$ cat config.mk
export PLATFORM = sky130hd
export DESIGN_NAME = optical_tx_framer
export DESIGN_NICKNAME = d
export VERILOG_FILES = /design/src/rtl/optical_tx_framer.sv
export SDC_FILE = /design/constraint.sdc
export NUM_CORES = 1
export LEC_CHECK = 0
export CORE_ASPECT_RATIO = 1.1
export CORE_MARGIN = 8
export CORE_UTILIZATION = 45
export DETAILED_ROUTE_END_ITERATION = 7
export GPL_TIMING_DRIVEN = 0
export SLEW_MARGIN = 20
export SYNTH_ARGS = -nofsm -noshare
export SYNTH_HDL_FRONTEND = slang
export SYNTH_SLANG_ARGS = --single-unit
export TNS_END_PERCENT = 20
$ cat constraint.sdc
create_clock -name clk_i -period 3.2 [get_ports clk_i]
set_clock_uncertainty 0.15 [all_clocks]
set_input_delay 0.32 -clock clk_i [delete_from_list [all_inputs] [get_ports clk_i]]
set_output_delay 0.32 -clock clk_i [all_outputs]
set_load 0.03 [all_outputs]
$ cat src/rtl/optical_tx_framer.sv
// Transmit framer: buffers one payload, then emits SYNC, LEN, payload, CRC-8/AES.
// Fill and drain never overlap; the buffer is read combinationally so PAYLOAD has no bubble.
module optical_tx_framer #(
    parameter logic [7:0] SYNC_BYTE = 8'hA5,
    parameter int         MAX_LEN   = 64
) (
    input  logic       clk_i,
    input  logic       rst_i,
    input  logic       s_valid_i,
    input  logic [7:0] s_data_i,
    input  logic       s_last_i,
    output logic       s_ready_o,
    output logic       m_valid_o,
    output logic [7:0] m_data_o,
    output logic       m_last_o,
    input  logic       m_ready_i,
    output logic       truncated_o
);

    localparam int AW = (MAX_LEN > 1) ? $clog2(MAX_LEN) : 1;

    typedef enum logic [2:0] {
        FILL,
        SYNC,
        LEN,
        PAYLOAD,
        CRC
    } state_t;

    state_t     state;
    state_t     state_nx;
    logic [7:0] cnt;
    logic [7:0] rd;
    logic [7:0] crc;
    logic [7:0] crc_nx;
    logic       trunc_q;
    logic       in_beat;
    logic       out_beat;
    logic       at_max;
    logic [7:0] mem [MAX_LEN];

    // Reflected CRC-8 (poly 0x1D -> 0xB8 reflected), one byte per call.
    function automatic logic [7:0] crc_upd(input logic [7:0] c, input logic [7:0] d);
        logic [7:0] r;
        r = c ^ d;
        for (int i = 0; i < 8; i++) begin
            r = r[0] ? ((r >> 1) ^ 8'hB8) : (r >> 1);
        end
        return r;
    endfunction

    assign in_beat     = s_valid_i && (state == FILL);
    assign out_beat    = m_ready_i && (state != FILL);
    assign at_max      = (cnt == 8'(MAX_LEN - 1));
    assign crc_nx      = crc_upd(crc, s_data_i);
    assign truncated_o = trunc_q;

    always_ff @(posedge clk_i) begin
        if (rst_i) begin
            state <= FILL;
        end else begin
            state <= state_nx;
        end
    end

    always_comb begin
        state_nx  = state;
        s_ready_o = 1'b0;
        m_valid_o = 1'b1;
        m_data_o  = 8'h00;
        m_last_o  = 1'b0;
        unique case (state)
            FILL: begin
                s_ready_o = 1'b1;
                m_valid_o = 1'b0;
                if (in_beat && (s_last_i || at_max)) begin
                    state_nx = SYNC;
                end
            end
            SYNC: begin
                m_data_o = SYNC_BYTE;
                if (out_beat) state_nx = LEN;
            end
            LEN: begin
                m_data_o = cnt;
                if (out_beat) state_nx = PAYLOAD;
            end
            PAYLOAD: begin
                m_data_o = mem[rd[AW-1:0]];
                if (out_beat && (rd == cnt - 8'd1)) state_nx = CRC;
            end
            CRC: begin
                m_data_o = crc;
                m_last_o = 1'b1;
                if (out_beat) state_nx = FILL;
            end
            default: begin
                state_nx  = FILL;
                m_valid_o = 1'b0;
            end
        endcase
    end

    always_ff @(posedge clk_i) begin
        if (rst_i) begin
            cnt     <= 8'd0;
            rd      <= 8'd0;
            crc     <= 8'hFF;
            trunc_q <= 1'b0;
        end else begin
            trunc_q <= 1'b0;
            if (in_beat) begin
                cnt     <= cnt + 8'd1;
                crc     <= crc_nx;
                trunc_q <= at_max && !s_last_i;
            end
            if (out_beat && state == LEN) begin
                rd <= 8'd0;
            end
            if (out_beat && state == PAYLOAD) begin
                rd <= rd + 8'd1;
            end
            if (out_beat && state == CRC) begin
                cnt <= 8'd0;
                crc <= 8'hFF;
            end
        end
    end

    always_ff @(posedge clk_i) begin
        if (in_beat) begin
            mem[cnt[AW-1:0]] <= s_data_i;
        end
    end

endmodule
=== Word level (Yosys, flattened, before mapping) ===
Memories as Yosys holds them, arrays and structs flattened. A register that Yosys moved wholly into a read port is not among the register bits.
Cells that the tools add are included.

* Register bits after elaboration: 28
* Bits in latches: 0
* Memory bits (writable): 512
* Memory bits (read-only): 0
* Input bits: 13
* Output and inout port bits: 12
* Word-level logic and storage cells: 71
* Memories kept: 1

{| class="wikitable"
|+ Memory list
! name !! depth !! bits a word !! read ports !! clocked after Yosys merged registers in !! wr ports !! RTL line !! RTL
|-
| mem || 64 || 8 || 1 || 1 || 1 || 40 || <nowiki>logic [7:0] mem [MAX_LEN];</nowiki>
|}

* Add/sub/neg operators: 3
* $mul: 0
* Divide/modulo/power cells: 0
* Magnitude comparators: 0
* Eq/ne operators: 11
* Shift operators: 0
* Mux-type cells: 24
* Bitwise operators: 10
* Reductions and logical operators: 17

{| class="wikitable"
|+ Operators with widths
! kind !! number
|-
| $mux W8 || 10
|-
| $not A3 Y4 || 8
|-
| $pmux W8 S4 || 1
|-
| $add A8 B1 Y8 const B || 2
|-
| $mux W3 || 5
|-
| $pmux W3 S5 || 1
|-
| $mux W6 || 2
|-
| $eq A8 B6 Y1 const B || 1
|-
| $eq A8 B8 Y1 || 1
|-
| $logic_and A1 B1 Y1 || 8
|-
| $ne A2 B2 Y1 const B || 4
|-
| $sub A8 B1 Y8 const B || 1
|-
| $xor A8 B8 Y8 || 1
|-
| $eq A3 B2 Y1 const B || 2
|-
| $mux W1 || 5
|-
| $reduce_and A5 Y1 || 1
|-
| $reduce_or A2 Y1 || 2
|-
| $reduce_or A4 Y1 || 1
|-
| $eq A3 B1 Y1 const B || 1
|-
| $eq A3 B3 Y1 const B || 1
|-
| $logic_not A3 Y1 || 1
|-
| $reduce_bool A3 Y1 || 1
|-
| $ne A2 B1 Y1 const B || 1
|-
| $reduce_bool A2 Y1 || 1
|-
| 3 further kinds || 3
|}

=== Longest topological paths before layout ===
* Depth in word-level cells: 17
* Depth in mapped cells: 9
* Mapped depth without buffers: 8

=== Worst setup path after synthesis ===
No wires, ideal clock.

* Kind: reg2reg
* From: register state[1]
* To: memory mem[59][0], enable pin
* Setup time: 371 ps
* Arrival time: 2565 ps
* Required time: 2679 ps
* Setup slack: 115 ps
* Stages on the path, launching flop included: 7
* Path buffers: 1
* Period minus slack after synthesis: 3085 ps
* Path through: dfxtp_1 > buf_2 > nor3_1 > nand2_1 > nor2_1 > nand3_1 > nor2_1

* Longest elaborated chain between the ends: 4

{| class="wikitable"
|+ Ends and longest elaborated chain
! what !! RTL line !! RTL
|-
| start, declared || 30 || <nowiki>state_t state;</nowiki>
|-
| start signal, assigned || 62 || <nowiki>state <= state_nx;</nowiki>
|-
| $logic_not A3 Y1 || 52 || <nowiki>assign in_beat = s_valid_i && (state == FILL);</nowiki>
|-
| $logic_and A1 B1 Y1 || 52 ||
|-
| $mux W1 || 131 || <nowiki>if (in_beat) begin</nowiki>
|-
| $mux W1 (implied by the code) || 132 || <nowiki>mem[cnt[AW-1:0]] <= s_data_i;</nowiki>
|-
| end, declared || 40 ||
|}

Every way passes these cells.

==> reports/metrics.cfg <==
[outcome]
outcome = complete, but fails checks
violations = setup timing

[min_path]
whs_endpoint = mem[16][0]$_DFFE_PP_
hold_path_class = input port to flop
worst_hold_path.num_cells = 1
worst_hold_startpoint = s_data_i[0]

[floorplanning]
fp.coreArea_mm2 = 0.0478
initial_utilization = 0.456
placement_row_count = 84
die_area_mm2 = 0.0558
dieWidth_um = 226
pin_count = 25
floorplan.die.height_um = 247

[yosys]
netlist_area_mm2 = 0.0218
yosys.area.top_type_share = 0.705
share_of_async_settable_or_async_resettable_flops_after_synthesis = 0
synth-warning-count = 0
synth_ff_type = sky130_fd_sc_hd__edfxtp_1
synthMostInstantiatedCell = sky130_fd_sc_hd__edfxtp_1
synth.ff_latch_count = 546
post_synth.cell_area_avg_um2 = 20.1
synthTopCellsByCount = sky130_fd_sc_hd__edfxtp_1 (512), sky130_fd_sc_hd__mux4_2 (154), sky130_fd_sc_hd__nor2_1 (91)
synth_area_leader_cell = sky130_fd_sc_hd__edfxtp_1
synth_enable_flop_cells = 512
post_synth_main_area_contributors = sky130_fd_sc_hd__edfxtp_1 (70%), sky130_fd_sc_hd__mux4_2 (16%), sky130_fd_sc_hd__dfxtp_1 (3.1%), sky130_fd_sc_hd__nor2_1 (1.6%), sky130_fd_sc_hd__xnor2_1 (1.3%)
number_of_nets_in_the_synthesized_netlist = 1100
ys_seq_area_frac = 0.736
post_synth_inst_count = 1084
yosysUniqueCellTypes = 51

[global_route]
global_route_wire_length_before_repair_um = 80500
global_route_usage_over_all_layers = 0.201
vias_in_the_first_global_route = 11200
pin_count_of_the_biggest_net_entering_global_routing = 67
grt_overflow = 0
antenna_found_initial = 1

[routing]
drt_drc_violations_left = 0
dr_wl_met3_um = 3640
detail_route.wl_per_cell_um = 29.2
detail-route-antenna-nets = 0
met2_length_um = 26100
detail_route.wirelength_um = 55000
drt-initial-drc-count = 1381
vias = 11100
detailedRoute.firstPassIterationCount = 7
mean_number_of_vias_per_cell = 5.90
wl_met1_um = 23900
top_layer = met4

[critical_path]
setup.worst_path.class = flop to output pin
regToRegEndpoint = mem[49][4]$_DFFE_PP_
worstSetupEndpointType = output pin
r2r_slack_ps = -370
critical_path_peak_fanout = 10
r2r_start = state[1]$_SDFFE_PP0P_
crit_arrival_ps = 3140
worst-endpoint-required_ps = 2730
timing.critical_path.from_type = flop
cells_on_worst_reg2reg_path = 6

[timing]
fin_crit_ps = 3610
max-slew-margin-rel = 0.381
timing_worst_slew_pin_value_ps = 926
timing.fmax_mhz = 277
post-route-period-util = 1.13
hold_viol = 0
grt_setup_unrepaired = true
timing_max_transition_violations_final = 0
report.final.setup_viol = 232
finalHoldWorstSlack_ps = 103
fin_setup_tns_ps = -49080
postLayoutSetupSlackWorst_ps = -414

[finish]
stdcell_area_mm2 = 0.0256
utilization = 0.535
layout_cells_sized_above_1 = 0.326
area.growth.synth_to_final_pct = 17.2
antenna_cells = 0
final_net_count = 1209

[clock_network]
clk-insertion-delay-late_ps = 570
clock_tree.root_cell = sky130_fd_sc_hd__clkbuf_16
cts.path.max_buffers = 3
clock_sink_count = 546
ctsHoldBuffers = 0
clkSlewWorstSetupHoldPaths_ps = 60
cts_max_level = 2
tritoncts.num_buffers = 52
cts_tree = built

[power]
pwr_density_cell_mw_per_mm2 = 581
total_leakage_power_nw = 7.71
vdd_drop_max_mv = 0.394

[place]
detailed_place.area_mm2 = 0.0229
gp_congestion = 0.890
dp_hpwl_um = 35100
count_of_input_and_output_buffers = 24
dp_slack_ps = -1180

[run]
maxCapViolCount = 0

## cells in the final DEF, fill, tap and decap left out, types with 13 or more instances in the layout
cell type                     n
sky130_fd_sc_hd__buf_6       13
sky130_fd_sc_hd__clkbuf_16   54
sky130_fd_sc_hd__buf_12      13
sky130_fd_sc_hd__a21oi_1     21
sky130_fd_sc_hd__nor2_2      40
sky130_fd_sc_hd__buf_4       30
sky130_fd_sc_hd__edfxtp_1   512
sky130_fd_sc_hd__xnor2_1     32
sky130_fd_sc_hd__nor2_1      40
sky130_fd_sc_hd__clkbuf_1    34
sky130_fd_sc_hd__dfxtp_1     33
sky130_fd_sc_hd__nand2_1     27
sky130_fd_sc_hd__mux4_2     154
## layout make-up
type | count | area (um^2)
plain buffers | 58 | 582
clock buffers | 69 | 1390
clock inverters | 26 | 174
fillers | 3672 | 22200
inverters | 5 | 18.8
multi-input cells | 474 | 5890
flip-flops and latches | 546 | 16100
well taps | 645 | 807
repair buffers | 56 | 672
## metrics by stage
| stage | power [mW] | cells |
|---|---|---|
| after floorplan | 8.82 | 1084 |
| after detailed placement | 9.20 | 1758 |
| after global placement | 9.19 | 1753 |
| after global routing | 15.3 | 1879 |
| final | 14.9 | 1879 |
| after CTS | 14.9 | 1876 |
## cells by family (layout without fill, tap and decap cells)
group / count (synthesis) / after routing / share of synthesized area
xor+xnor: 43 / 43 / 0.0182
mux: 177 / 177 / 0.170
buf+inv: 64 / 214 / 0.0147
simple gates: 180 / 180 / 0.0392
fa+ha+maj: 3 / 3 / 0.00172
flops: 546 / 546 / 0.736
compound gates: 71 / 71 / 0.0209
## flip-flops by register name, indices dropped and copies added (netlist names), named ones only
| register | count |
|---|---|
| state | 3 |
| truncated_o | 1 |
| mem | 512 |
| cnt | 8 |
| rd | 8 |
| crc | 8 |
## critical path, stage by stage, from the launching register on
cell and delay, ps:
sky130_fd_sc_hd__dfxtp_1 330, sky130_fd_sc_hd__buf_4 220, sky130_fd_sc_hd__buf_2 410, sky130_fd_sc_hd__mux4_2 390, sky130_fd_sc_hd__mux4_2 520, sky130_fd_sc_hd__mux2i_2 260
sky130_fd_sc_hd__o211ai_1 190, sky130_fd_sc_hd__buf_4 240
## report_power, final
group	leakage, nW	switching [mW]	total (mW)	internal [mW]
Clock	0.759	2.57	5.77	3.20
Combinational	2.07	0.667	1.16	0.489
Sequential	4.88	0.0561	7.94	7.88
Total	7.71	3.30	14.9	11.6
## worst max path at each step
stage	to	depth (start not counted)	start	slack (ps)
floorplan	mem[59][0]$_DFFE_PP_	6	state[1]$_SDFFE_PP0P_	110
global placement	crc[4]$_SDFFE_PP1P_	7	s_data_i[2]	-1370
detailed placement	m_data_o[5]	8	flop	-1180
CTS	mem[42][2]$_DFFE_PP_	6	state[1]$_SDFFE_PP0P_	-430
global route	mem[57][6]$_DFFE_PP_	6	state[1]$_SDFFE_PP0P_	-470
finish	m_data_o[5]	7	flop	-410
## what timing repair did
action	CTS	global route
endpoints found under the setup margin	310	408
cloned	4	0
setup buffers	20	3
pin swaps	6	4
gates resized for setup	222	35
## per-layer routing
metal,global-route usage,up-vias
met2,0.318,402
met5,0,-
met3,0.0290,83
li1,-,4661
met4,0.0520,0
met1,0.292,5935
Power figures use the tool's default switching activity.
